File: config.mk
export PLATFORM = sky130hd
export DESIGN_NAME = pc_sequencer
export DESIGN_NICKNAME = d
export VERILOG_FILES = /design/src/rtl/pc_sequencer.sv
export SDC_FILE = /design/constraint.sdc
export NUM_CORES = 1
export LEC_CHECK = 0
export CAP_MARGIN = 15
export CORE_ASPECT_RATIO = 1.1
export CORE_MARGIN = 1.5
export CORE_UTILIZATION = 50
export CTS_BUF_LIST = sky130_fd_sc_hd__clkbuf_4
export DETAILED_ROUTE_END_ITERATION = 8
export DONT_BUFFER_PORTS = 1
export GPL_TIMING_DRIVEN = 0
export PLACE_DENSITY_LB_ADDON = 0.08
export SYNTH_ARGS = -nofsm -noshare
export SYNTH_HDL_FRONTEND = slang
export SYNTH_SLANG_ARGS = --single-unit
File: constraint.sdc
create_clock -name clk -period 3.6 [get_ports clk]
set_input_delay 0.36 -clock clk [delete_from_list [all_inputs] [get_ports clk]]
set_output_delay 0.36 -clock clk [all_outputs]
set_load 0.05 [all_outputs]
File: src/rtl/pc_sequencer.sv
`default_nettype none
// ============================================================================
// Module   : pc_sequencer
// Purpose  : Fetch-path PC sequencer: increment, signed branch, jump and
//            call/return through a small hardware return-address stack.
// Revision : 1.0
// ============================================================================
module pc_sequencer #(
    parameter int PC_W        = 15,
    parameter int OFFSET_W    = 8,
    parameter int RESET_VEC   = 1,
    parameter int STACK_DEPTH = 4,
    parameter int DEPTH_W     = 3
) (
    input  logic                clk,
    input  logic                reset_pc_n,
    input  logic                stall,
    input  logic                incr_pc,
    input  logic                branch_en,
    input  logic [OFFSET_W-1:0] offset_value,
    input  logic                jump_en,
    input  logic                call_en,
    input  logic                ret_en,
    input  logic [PC_W-1:0]     target_addr,
    input  logic                clr_err,
    output logic [PC_W-1:0]     pc_pointer,
    output logic [DEPTH_W-1:0]  stack_depth,
    output logic                stack_full,
    output logic                stack_empty,
    output logic                err_overflow,
    output logic                err_underflow
);

    localparam logic [PC_W-1:0]    c_reset_vec = PC_W'(RESET_VEC);
    localparam logic [DEPTH_W-1:0] c_depth_max = DEPTH_W'(STACK_DEPTH);
    localparam logic [DEPTH_W-1:0] c_depth_one = DEPTH_W'(1);
    localparam logic [PC_W-1:0]    c_pc_one    = PC_W'(1);

    logic [PC_W-1:0]    r_pc;
    logic [DEPTH_W-1:0] r_depth;
    logic               r_err_ovf;
    logic               r_err_unf;
    logic [PC_W-1:0]    r_stack [STACK_DEPTH];

    logic               w_full;
    logic               w_empty;
    logic               w_push;
    logic [PC_W-1:0]    w_pc_inc;
    logic [PC_W-1:0]    w_offset_ext;
    logic [PC_W-1:0]    w_top;

    assign w_full       = (r_depth == c_depth_max);
    assign w_empty      = (r_depth == '0);
    assign w_pc_inc     = r_pc + c_pc_one;
    assign w_offset_ext = PC_W'($signed(offset_value));
    // A push happens only when call wins arbitration and there is room.
    assign w_push       = !stall && !jump_en && call_en && !w_full;

    always_comb begin
        w_top = '0;
        for (int i = 0; i < STACK_DEPTH; i++) begin
            if (r_depth == DEPTH_W'(i + 1)) begin
                w_top = r_stack[i];
            end
        end
    end

    // Stack storage carries no reset; only entries below depth are ever read.
    always_ff @(posedge clk) begin
        for (int i = 0; i < STACK_DEPTH; i++) begin
            if (w_push && (r_depth == DEPTH_W'(i))) begin
                r_stack[i] <= w_pc_inc;
            end
        end
    end

    always_ff @(posedge clk or negedge reset_pc_n) begin
        if (!reset_pc_n) begin
            r_pc      <= c_reset_vec;
            r_depth   <= '0;
            r_err_ovf <= 1'b0;
            r_err_unf <= 1'b0;
        end else begin
            if (clr_err) begin
                r_err_ovf <= 1'b0;
                r_err_unf <= 1'b0;
            end
            // Error sets below come after the clear so a coincident event wins.
            if (!stall) begin
                if (jump_en) begin
                    r_pc <= target_addr;
                end else if (call_en) begin
                    if (w_full) begin
                        r_err_ovf <= 1'b1;
                    end else begin
                        r_pc    <= target_addr;
                        r_depth <= r_depth + c_depth_one;
                    end
                end else if (ret_en) begin
                    if (w_empty) begin
                        r_err_unf <= 1'b1;
                    end else begin
                        r_pc    <= w_top;
                        r_depth <= r_depth - c_depth_one;
                    end
                end else if (branch_en) begin
                    r_pc <= r_pc + w_offset_ext;
                end else if (incr_pc) begin
                    r_pc <= w_pc_inc;
                end
            end
        end
    end

    assign pc_pointer    = r_pc;
    assign stack_depth   = r_depth;
    assign stack_full    = w_full;
    assign stack_empty   = w_empty;
    assign err_overflow  = r_err_ovf;
    assign err_underflow = r_err_unf;

endmodule
`default_nettype wire

==> summary.md <==
| Metric | Value |
|---|---|
| Crit path DAT | 3.56 ns |
| DRC violations left | 0 |
| Multi-input logic area | roughly 0.0022 mm2 |
| Minimum clock period after layout | about 3.2 ns |
| Static leakage | 1.79 nW |
| Final period util | 89.5% |
| Cell Area, Placed | about 0.0049 mm2 |
| Layer with the highest usage | met2 |
| Die height | roughly 100 um |
| CP Class | reg2reg |
| Hold Worst Slack | 0.0190 ns |
| P per Cell Area | 672 mW/mm2 |
| Met3 usage | 5.04% |
| Hold Path Origin | clr_err |
| Synthesized area | between 0.004 and 0.005 mm2 |
| Die area | 0.00996 mm2 |
| Post-synthesis async set-or-reset flop share | 25.0% |
| Max Slew Vio Count | 0 |
| All-Layer GR Usage | 26.8% |
| Mapped Avg Cell Area | 10.6 um2 |
| Drt wl/cell | 21.9 um |
| Final setup fails | 0 |
| Sequential standard cell area | approximately 0.0023 mm2 |
| Worst setup SP type | flop |
| Fillers | 798 |
| Status | completed |
| Worst EP required | 3.94 ns |
| Post-CTS Setup Bufs | 0 |
| Area growth, synth to finish | 7.45% |
| Synth Instances | 441 |
| Port Buffers | 0 |
| Layout cell share with drive strength beyond 1 | 9.96% |
| Register area share after synthesis | 49.2% |
| Latest clock arrival within the worst-skew pair | roughly 0.43 ns |
| Clock root buffer | clkbuf_4 |
| Drt pass-1 iters | 5 |
| Largest net degree at the start of global routing | 21 |
| Worst min-delay path endpoint | err_overflow |
| Max stage delay on crit path | 0.75 ns |
| Routed Antenna Nets | 0 |
| RSZ-0062 raised after global routing | false |
| DR vias | 3672 |
| Fmax | around 0.31 GHz |
| Num ports | 54 |
| First-pass GRT wire length | a little under 20000 um |
| Detailed Route WL | 12600 um |
| Clock Tree Buf Depth | 2 |
| Clock sink count | 80 |
| Yosys warning count | 0 |
| TritonCTS Buffers | 9 |
| Tightest Pin Transition | ~0.84 ns |
| Final Hold Viols | 0 |
| Core area | 0.00896 mm2 |
| Met2 Usage GRT | 41.3% |
| Slowest cell on crit path | dfrtp_1 |
| Post-synth EDFFs | 60 |
| Post-layout nets | 511 |
| Worst Hold Path Cells | 1 |
| Die Wd | 95.3 um |
| Max cap viols | 0 |
| TritonCTS clock tree | done |
| Maximum VDD drop | around 220 uV |
| Detailed placement HPWL | 9280 um |
| Worst reg2reg path endpoint | pc_pointer[11] |
| Syn_nets | 495 |
| Vias per Instance | 6.38 |
| Top_reg_cell synth | edfxtp_1 |
| H-tree Lvls | 3 |
| Reg-to-reg slack, setup | 0.38 ns |
| RR Startpoint | stack_depth[0] |
| ANT cells | 0 |
| Vias in the first global route | 3534 |
| Yosys reg bits | 80 |
| Delay-heaviest family, CP | compound AO/OA/AOI/OAI gates |
| Rel. slew slack | between 40% and 50% |
| Initial drt markers | around 250 |
| CP endpoint kind | flop |
| Initial Util | 52.2% |
| CP max FO | 10 |
| Worst reg-to-reg path cell count | 10 |
| Placer Congestion | 0.928 |
| Min-delay worst type | in2reg |
| Rows | 36 |
| Finished Cell Area | a little over 0.005 mm2 |
| Cell Chain, Critical Path | inv_1, ha_1, nand2_1, inv_2, buf_2, a221oi_1, a21oi_1, a311oi_1, nor2_1, a221o_1 |
| Number of buffer and inverter stages on the critical path | 3 |
| Total gr overflow | 0 |
| Clock-pin transition on the worst setup and hold timing paths | 0.13 ns |
| Met1 Use GR | a little under two fifths |
| Library cells used by synthesis | 63 |
| Worst Skew | 0.0198 ns |
| Initial antenna violation count | 0 |
-- per-layer routing --
metal  vias to the layer above  part of all wire (%)
li1                       1735                     -
met1                      1792                    44
met2                       127                    48
met3                        18                   6.1
met4                         0                   1.9
met5                         -                     0
-- power breakdown --
part,internal [mW],total (mW),leakage (nW),switching [mW]
Combinational,0.501,1.38,0.939,0.875
Sequential,1.14,1.48,0.780,0.335
Clock,0.221,0.527,0.0757,0.306
Total,1.86,3.38,1.79,1.51
-- synth_stat cells (3+ instances only) --
library cell	instances	share of area, %
a311oi_1	3	0.56
nand2b_1	7	0.94
a21oi_1	30	3.2
nand4_1	4	0.53
o2111ai_1	4	0.75
and2_1	3	0.40
o22ai_1	5	0.67
inv_2	3	0.24
o21ai_0	21	2.2
a22o_1	3	0.56
nand3_1	15	1.6
clkbuf_1	15	1.2
edfxtp_1	60	38
and4_1	5	0.94
a211oi_1	6	0.96
a21o_1	4	0.64
nor3b_1	3	0.48
nor2_1	33	2.6
ha_1	21	5.6
xnor2_1	15	2.8
o211ai_1	6	0.96
and3_1	5	0.67
dfrtp_1	19	10
o21ai_1	7	0.75
a22oi_1	6	0.96
a221oi_1	14	2.6
inv_1	15	1.2
buf_2	6	0.64
nand2_1	31	2.5
a31oi_1	4	0.53
nor3_1	6	0.64
xor2_1	8	1.5
nor2b_1	5	0.67
a221o_1	6	1.3
o31a_1	4	0.75
-- timing repair --
item                                    in CTS  in global routing
endpoints found under the hold margin       21                  0
gates resized for setup                      0                  1
endpoints found under the setup margin       0                 15
hold buffers                                 3                  0
-- registers in the layout, indices dropped and copies added (netlist names) --
| name | cells |
|---|---|
| err_overflow | 1 |
| err_underflow | 1 |
| pc_pointer | 15 |
| r_stack | 60 |
| stack_depth | 3 |
-- how the worst max path moves through the flow --
stage                         from             end  slack, ns  cells after the start
CTS                 stack_depth[0]  r_stack[3][13]       0.15                      5
global placement    stack_depth[0]   r_stack[2][2]      -0.70                      5
detailed placement  stack_depth[0]   r_stack[3][2]       0.21                      5
finish              stack_depth[0]  pc_pointer[11]       0.38                     10
global route        stack_depth[0]  pc_pointer[11]       0.12                     10
floorplan           stack_depth[0]   r_stack[2][0]       0.55                      5
-- logic make-up after synthesis --
family                     share of synthesized area, %
AOI/OAI and AO/OA                                  22.0
adders and majority gates                          6.04
DFF                                                49.2
and+or+nand+nor                                    13.7
xor gates and xnor gates                           4.30
buffers and inverters                              3.90
muxes                                             0.908
-- final cells by class --
type	instances	area share [%]
plain buffers	23	2.16
clock buffers	11	1.64
clock inverters	5	0.945
inverters	19	1.47
multi-input cells	319	43.9
flip-flops and latches	80	45.8
well taps	114	2.83
repair buffers	5	1.24
-- layout by cell type, fill, tap and decap left out, drive strengths merged, types with 7 or more instances in the layout --
cell	instances
a21oi	31
a221oi	14
buf	11
clkbuf	26
dfrtp	19
edfxtp	60
ha	21
inv	19
nand2	32
nand2b	7
nand3	15
nor2	34
nor3	7
o21ai	28
xnor2	15
xor2	8
-- metrics by stage --
stage | total power [mW] | utilization, % | setup WS, ns | setup TNS (ns) | cells
2_1_floorplan | 2.47 | - | 0.547 | 0 | 441
3_3_place_gp | 2.82 | 53.8 | -0.702 | -10.51 | 555
3_5_place_dp | 2.85 | 54.2 | 0.207 | 0 | 557
4_1_cts | 3.38 | 56.1 | 0.147 | 0 | 576
5_1_grt | 3.56 | 56.1 | 0.124 | 0 | 576
6_report | 3.38 | 56.1 | 0.379 | 0 | 576
Power figures use the tool's default switching activity.
